$ cat config.mk
export PLATFORM = sky130hd
export DESIGN_NAME = prga_decrypt_fsm
export DESIGN_NICKNAME = d
export VERILOG_FILES = /design/src/rtl/prga_decrypt_fsm.sv
export SDC_FILE = /design/constraint.sdc
export NUM_CORES = 1
export LEC_CHECK = 0
export CORE_UTILIZATION = 58
export DETAILED_ROUTE_END_ITERATION = 8
export HOLD_SLACK_MARGIN = 0.03
export PLACE_DENSITY = 0.94
export SLEW_MARGIN = 10
export SYNTH_ARGS = -nofsm -noshare
export SYNTH_HDL_FRONTEND = slang
export SYNTH_SLANG_ARGS = --single-unit
$ cat constraint.sdc
create_clock -name CLOCK_50 -period 4.5 [get_ports CLOCK_50]
set_input_delay 0.45 -clock CLOCK_50 [delete_from_list [all_inputs] [get_ports CLOCK_50]]
set_output_delay 0.45 -clock CLOCK_50 [all_outputs]
set_load 0.01 [all_outputs]
$ cat src/rtl/prga_decrypt_fsm.sv
// prga_decrypt_fsm: RC4 PRGA keystream generation and decryption stage.
// Walks the key-scheduled S memory, XORs each keystream byte with the matching
// encrypted ROM byte and writes the plaintext to the decrypted-data RAM.
// Optional feature macro: PRGA_CHAR_CHECK_EN (plaintext character check with
// early abort; when undefined, invalid is tied low and every byte is processed).
module prga_decrypt_fsm #(
    parameter int unsigned MSG_LENGTH     = 32,
    parameter int unsigned MSG_ADDR_WIDTH = 5
) (
    input  logic                      CLOCK_50,
    input  logic                      reset,
    input  logic                      start,
    input  logic [7:0]                s_data_in,
    output logic [7:0]                s_address_out,
    output logic [7:0]                s_data_out,
    output logic                      s_write_enable_out,
    output logic [MSG_ADDR_WIDTH-1:0] rom_address_out,
    input  logic [7:0]                rom_data_in,
    output logic [MSG_ADDR_WIDTH-1:0] d_address_out,
    output logic [7:0]                d_data_out,
    output logic                      d_write_enable_out,
    output logic                      busy,
    output logic                      done,
    output logic                      invalid
);

    localparam logic [MSG_ADDR_WIDTH-1:0] KLast = MSG_ADDR_WIDTH'(MSG_LENGTH - 1);

    typedef enum logic [3:0] {
        StIdle,
        StIncI,
        StWaitSi,
        StReadSi,
        StAddrSj,
        StWaitSj,
        StReadSj,
        StWriteSi,
        StWriteSj,
        StAddrF,
        StWaitF,
        StReadF,
        StWriteD,
        StNext,
        StDone
    } state_e;

    state_e                    state_q, state_d;
    logic [7:0]                i_q, i_d;
    logic [7:0]                j_q, j_d;
    logic [7:0]                si_q, si_d;
    logic [7:0]                sj_q, sj_d;
    logic [7:0]                f_q, f_d;
    logic [7:0]                e_q, e_d;
    logic [MSG_ADDR_WIDTH-1:0] k_q, k_d;
    logic                      abort;

`ifdef PRGA_CHAR_CHECK_EN
    logic invalid_q, invalid_d;
    logic [7:0] plain;

    assign plain   = f_q ^ e_q;
    assign abort   = invalid_q;
    assign invalid = invalid_q;

    // Sticky plaintext-check flag: cleared on start, set in WRITE_D on a bad byte.
    always_ff @(posedge CLOCK_50) begin
        if (!reset) begin
            invalid_q <= 1'b0;
        end else begin
            invalid_q <= invalid_d;
        end
    end

    // Only space and lower-case letters count as valid plaintext.
    always_comb begin
        invalid_d = invalid_q;
        if ((state_q == StIdle || state_q == StDone) && start) begin
            invalid_d = 1'b0;
        end else if (state_q == StWriteD) begin
            if (!(plain == 8'h20 || (plain >= 8'h61 && plain <= 8'h7a))) begin
                invalid_d = 1'b1;
            end
        end
    end
`else
    assign abort   = 1'b0;
    assign invalid = 1'b0;
`endif

    // State and datapath registers with synchronous active-low reset.
    always_ff @(posedge CLOCK_50) begin
        if (!reset) begin
            state_q <= StIdle;
            i_q     <= 8'h00;
            j_q     <= 8'h00;
            si_q    <= 8'h00;
            sj_q    <= 8'h00;
            f_q     <= 8'h00;
            e_q     <= 8'h00;
            k_q     <= '0;
        end else begin
            state_q <= state_d;
            i_q     <= i_d;
            j_q     <= j_d;
            si_q    <= si_d;
            sj_q    <= sj_d;
            f_q     <= f_d;
            e_q     <= e_d;
            k_q     <= k_d;
        end
    end

    // Next-state, datapath updates and state-decoded memory interface outputs.
    // Read addresses stay on the bus through the READ state so the
    // registered-output S/ROM memories return q for the held address.
    always_comb begin
        state_d            = state_q;
        i_d                = i_q;
        j_d                = j_q;
        si_d               = si_q;
        sj_d               = sj_q;
        f_d                = f_q;
        e_d                = e_q;
        k_d                = k_q;
        s_address_out      = 8'h00;
        s_data_out         = 8'h00;
        s_write_enable_out = 1'b0;
        rom_address_out    = '0;
        d_address_out      = '0;
        d_data_out         = 8'h00;
        d_write_enable_out = 1'b0;
        busy               = 1'b1;
        done               = 1'b0;

        unique case (state_q)
            StIdle, StDone: begin
                busy = 1'b0;
                done = (state_q == StDone);
                if (start) begin
                    i_d     = 8'h00;
                    j_d     = 8'h00;
                    k_d     = '0;
                    state_d = StIncI;
                end
            end
            StIncI: begin
                i_d           = i_q + 8'd1;
                s_address_out = i_q + 8'd1;
                state_d       = StWaitSi;
            end
            StWaitSi: begin
                s_address_out = i_q;
                state_d       = StReadSi;
            end
            StReadSi: begin
                s_address_out = i_q;
                si_d          = s_data_in;
                j_d           = j_q + s_data_in;
                state_d       = StAddrSj;
            end
            StAddrSj: begin
                s_address_out = j_q;
                state_d       = StWaitSj;
            end
            StWaitSj: begin
                s_address_out = j_q;
                state_d       = StReadSj;
            end
            StReadSj: begin
                s_address_out = j_q;
                sj_d          = s_data_in;
                state_d       = StWriteSi;
            end
            StWriteSi: begin
                s_address_out      = i_q;
                s_data_out         = sj_q;
                s_write_enable_out = 1'b1;
                state_d            = StWriteSj;
            end
            StWriteSj: begin
                // i == j rewrites the same location with the same value.
                s_address_out      = j_q;
                s_data_out         = si_q;
                s_write_enable_out = 1'b1;
                state_d            = StAddrF;
            end
            StAddrF: begin
                s_address_out   = si_q + sj_q;
                rom_address_out = k_q;
                state_d         = StWaitF;
            end
            StWaitF: begin
                s_address_out   = si_q + sj_q;
                rom_address_out = k_q;
                state_d         = StReadF;
            end
            StReadF: begin
                s_address_out   = si_q + sj_q;
                rom_address_out = k_q;
                f_d             = s_data_in;
                e_d             = rom_data_in;
                state_d         = StWriteD;
            end
            StWriteD: begin
                d_address_out      = k_q;
                d_data_out         = f_q ^ e_q;
                d_write_enable_out = 1'b1;
                state_d            = StNext;
            end
            StNext: begin
                if (k_q == KLast || abort) begin
                    state_d = StDone;
                end else begin
                    k_d     = k_q + 1'b1;
                    state_d = StIncI;
                end
            end
            default: begin
                state_d = StIdle;
            end
        endcase
    end

endmodule

==> flow_summary.ini <==
[run_status]
status = completed

[worst_setup_path]
critical_path_arrival_ns = 2.99
worst-path-buf-inv = 2
worstPathMaxFanout = 20
required_ns = 4.05
cp-start-kind = flop
critPathMaxStageDelay_ns = 0.77
crit_family = compound AO/OA/AOI/OAI gates
r2r_end = sj_q[7]
criticalPathCategory = flop to output pin
r2r_slack_ns = 2.31
rr_worst_depth = 4
timing.rr.start = state_q[2]
cp_slowest_cell = a211oi_1
worstPathCellList = inv_1 -> a211oi_1 -> and3b_1 -> o221ai_1 -> clkdlybuf4s50_1
cp-end-kind = output pin

[sta]
hold_viol = 0
worstMarginPinSlew_ns = 1.124
grt_setup_unrepaired = false
maxSlewHeadroom_pct = 24.46
setup_viol = 0
achievable-frequency_mhz = 290.4
hold-worst-slack_ns = 0.4690
setup_tns_ns = 0
slew_violations = 0
finalClockSkew_ns = 0.008907
timing.final.crit_share_pct = 76.53
layout_min_cycle_time_ns = 3.444

[power]
power_density_mw_per_mm2 = 268.3
swShare_pct = 27.02
p_seq_share_pct = 47.3
intPower_mw = 0.8164
netSwitchingPower_mw = 0.3023
peakVddDrop_v = 0.0002018
power.total_mw = 1.119
p_clk_share_pct = 40.7
pwr-share-comb_pct = 12.0
leakagePower_nw = 1.549

[clock_tree]
clock-sinks = 57
postCtsHoldBufs = 0
cts_made_buffers = 9
clock_latency_ns = 0.34
ctsResizeCount = 0
cts_htree_levels = 3
cts_setup_buffers = 0
root_buffer = clkbuf_8
path_clk_slew_ns = 0.06
cts_tree = built
clock_path_buffers = 2

[yosys]
synth_edf_count = 0
postSynth.asyncResetShare_pct = 0
synthCells = 445
syn_area_sq_mm = 0.003438
synth-seq-cells = 57
syn_nets = 483
yosysSeqAreaShare_pct = 33.19
yosysWarnings = 0
synth_ff_type = dfxtp_1
synth_cell_types = 55
syn_avg_cell_area_sq_um = 7.727

[route]
drt_iter0_drc = 260
dr.pass1.iters = 9
via_count = 3532
drt-total-wl_mm = 9.479
drt-vias-per-instance = 6.262
drc = 0
ant_nets = 0
wire_per_inst_um = 16.81

[final_layout]
multi_input_area_sq_mm = 0.002150
antennaDiodeCount = 0
layoutNonFillerInstCount = 564
final_nets = 527
fillCellCount = 442
drive_gt1_share_pct = 4.878
regArea_sq_mm = 0.001141
syn_to_final_growth_pct = 21.25

[grt]
antenna_found_initial = 0
grt_max_degree = 34
grt-ovfl-total = 0
grt_pass1_wl_mm = 15.50
grt_pass1_vias = 3299
gr-usage-all-layers_pct = 32.34

[die]
row_count = 27
start_util_pct = 61.31
core_area_sq_mm = 0.005608
ios = 58
dieArea_sq_mm = 0.006240
die_x_um = 79.00
fp.dieH_um = 79.00

[placed_design]
dp_hpwl_mm = 6.502
gp_congestion = 0.8846
portBuffers = 56
dp_cells = 550

[min_path]
holdPathEnd = e_q[6]
min_path_cells = 2
worstHoldStart = e_q[6]
hold_path_class = flop to flop

[flow_run]
cap_violations = 0
-- logic make-up (layout without fill, tap and decap cells) --
| family | count (synthesis) | after routing | share of synthesized area, % |
|---|---|---|---|
| simple gates | 179 | 179 | 24.27 |
| compound gates | 132 | 132 | 24.53 |
| other cells | 1 | 1 | 0.1091 |
| buf+inv | 33 | 80 | 4.294 |
| fa+ha+maj | 19 | 19 | 7.351 |
| xor+xnor | 20 | 20 | 5.095 |
| mux | 4 | 4 | 1.165 |
| flops | 57 | 57 | 33.19 |
-- power by group through the flow --
stage | Sequential, mW | Clock (mW) | Combinational (mW)
floorplan | 0.529 | 0 | 0.0927
global placement | 0.539 | 0 | 0.128
detailed placement | 0.540 | 0 | 0.130
CTS | 0.528 | 0.458 | 0.132
global route | 0.530 | 0.487 | 0.145
finish | 0.529 | 0.456 | 0.134
-- cell usage after synthesis, drive strengths merged, types with 2 or more instances --
cell | instances | area (sq um)
o21ai | 15 | 75.07
o211ai | 4 | 30.03
and2 | 12 | 75.07
ha | 17 | 212.7
or2 | 4 | 25.03
a22oi | 3 | 22.52
a211oi | 5 | 37.54
xor2 | 5 | 43.79
a222oi | 2 | 20.02
nand3 | 15 | 75.07
buf | 10 | 61.30
dfxtp | 57 | 1141
o22ai | 2 | 12.51
a21oi | 60 | 300.3
o221ai | 2 | 17.52
a221oi | 4 | 35.03
fa | 2 | 40.04
a22o | 8 | 70.07
nand2 | 89 | 334.1
xnor2 | 15 | 131.4
and3 | 2 | 12.51
clkbuf | 15 | 56.30
a21o | 7 | 52.55
nor3 | 8 | 50.05
mux2i | 4 | 40.04
nor2 | 28 | 105.1
nand2b | 9 | 63.81
inv | 8 | 30.03
or3 | 5 | 31.28
a41o | 2 | 20.02
o21bai | 5 | 37.54
o31ai | 3 | 22.52
-- through the flow --
stage / area, sq um / setup WS (ns) / util, %
global route: 4169 / 0.9784 / 74.34
CTS: 4169 / 1.142 / 74.34
global placement: 3986 / 1.547 / 71.08
floorplan: 3438 / 2.245 / -
finish: 4169 / 1.056 / 74.34
detailed placement: 3986 / 1.499 / 71.08
-- placed cells by master, fill, tap and decap left out, types with 6 or more instances in the layout --
master / n
nor3_1: 6
o21ai_0: 15
a21oi_1: 60
xnor2_1: 15
a21o_1: 7
nand2_1: 89
nand2b_1: 8
dfxtp_1: 57
and2_1: 12
a22o_1: 8
inv_1: 8
nand3_1: 15
nor2_1: 28
clkbuf_8: 9
clkdlybuf4s50_1: 56
ha_1: 17
-- worst max path at each step --
| stage | endpoint | from | slack, ns | depth (start not counted) |
|---|---|---|---|---|
| 3_5_place_dp | s_address_out[4] | state_q[0] | 1.50 | 5 |
| 6_report | s_address_out[4] | state_q[0] | 1.06 | 5 |
| 4_1_cts | s_address_out[4] | state_q[0] | 1.14 | 5 |
| 3_3_place_gp | s_address_out[4] | state_q[0] | 1.55 | 5 |
| 5_1_grt | s_address_out[4] | state_q[0] | 0.98 | 5 |
| 2_1_floorplan | s_address_out[6] | si_q[0] | 2.25 | 7 |
-- cell type report --
type | count | area share [%]
multi-input combinational | 355 | 51.56
inverter | 8 | 0.7203
timing repair buffer | 58 | 13.81
clock buffer | 9 | 2.971
tap | 72 | 2.161
clock inverter | 5 | 1.411
sequential | 57 | 27.37
-- worst min-delay path, cell delays in order (launching register included) --
cell and delay (ns):
dfxtp_1 0.32, nand2_1 0.05, a21oi_1 0.05
-- registers in the layout, indices dropped and copies added (netlist names) --
signal   count
e_q          8
f_q          8
i_q          8
j_q          8
k_q          5
si_q         8
sj_q         8
state_q      4
-- metal layers --
metal / track usage [%] / routed length [um]
met4: 13.09 / 266
met1: 39.66 / 3764
met3: 7.816 / 778
met5: 0 / 0
met2: 54.14 / 4668
Note: power is estimated with default switching activity, not from simulation.
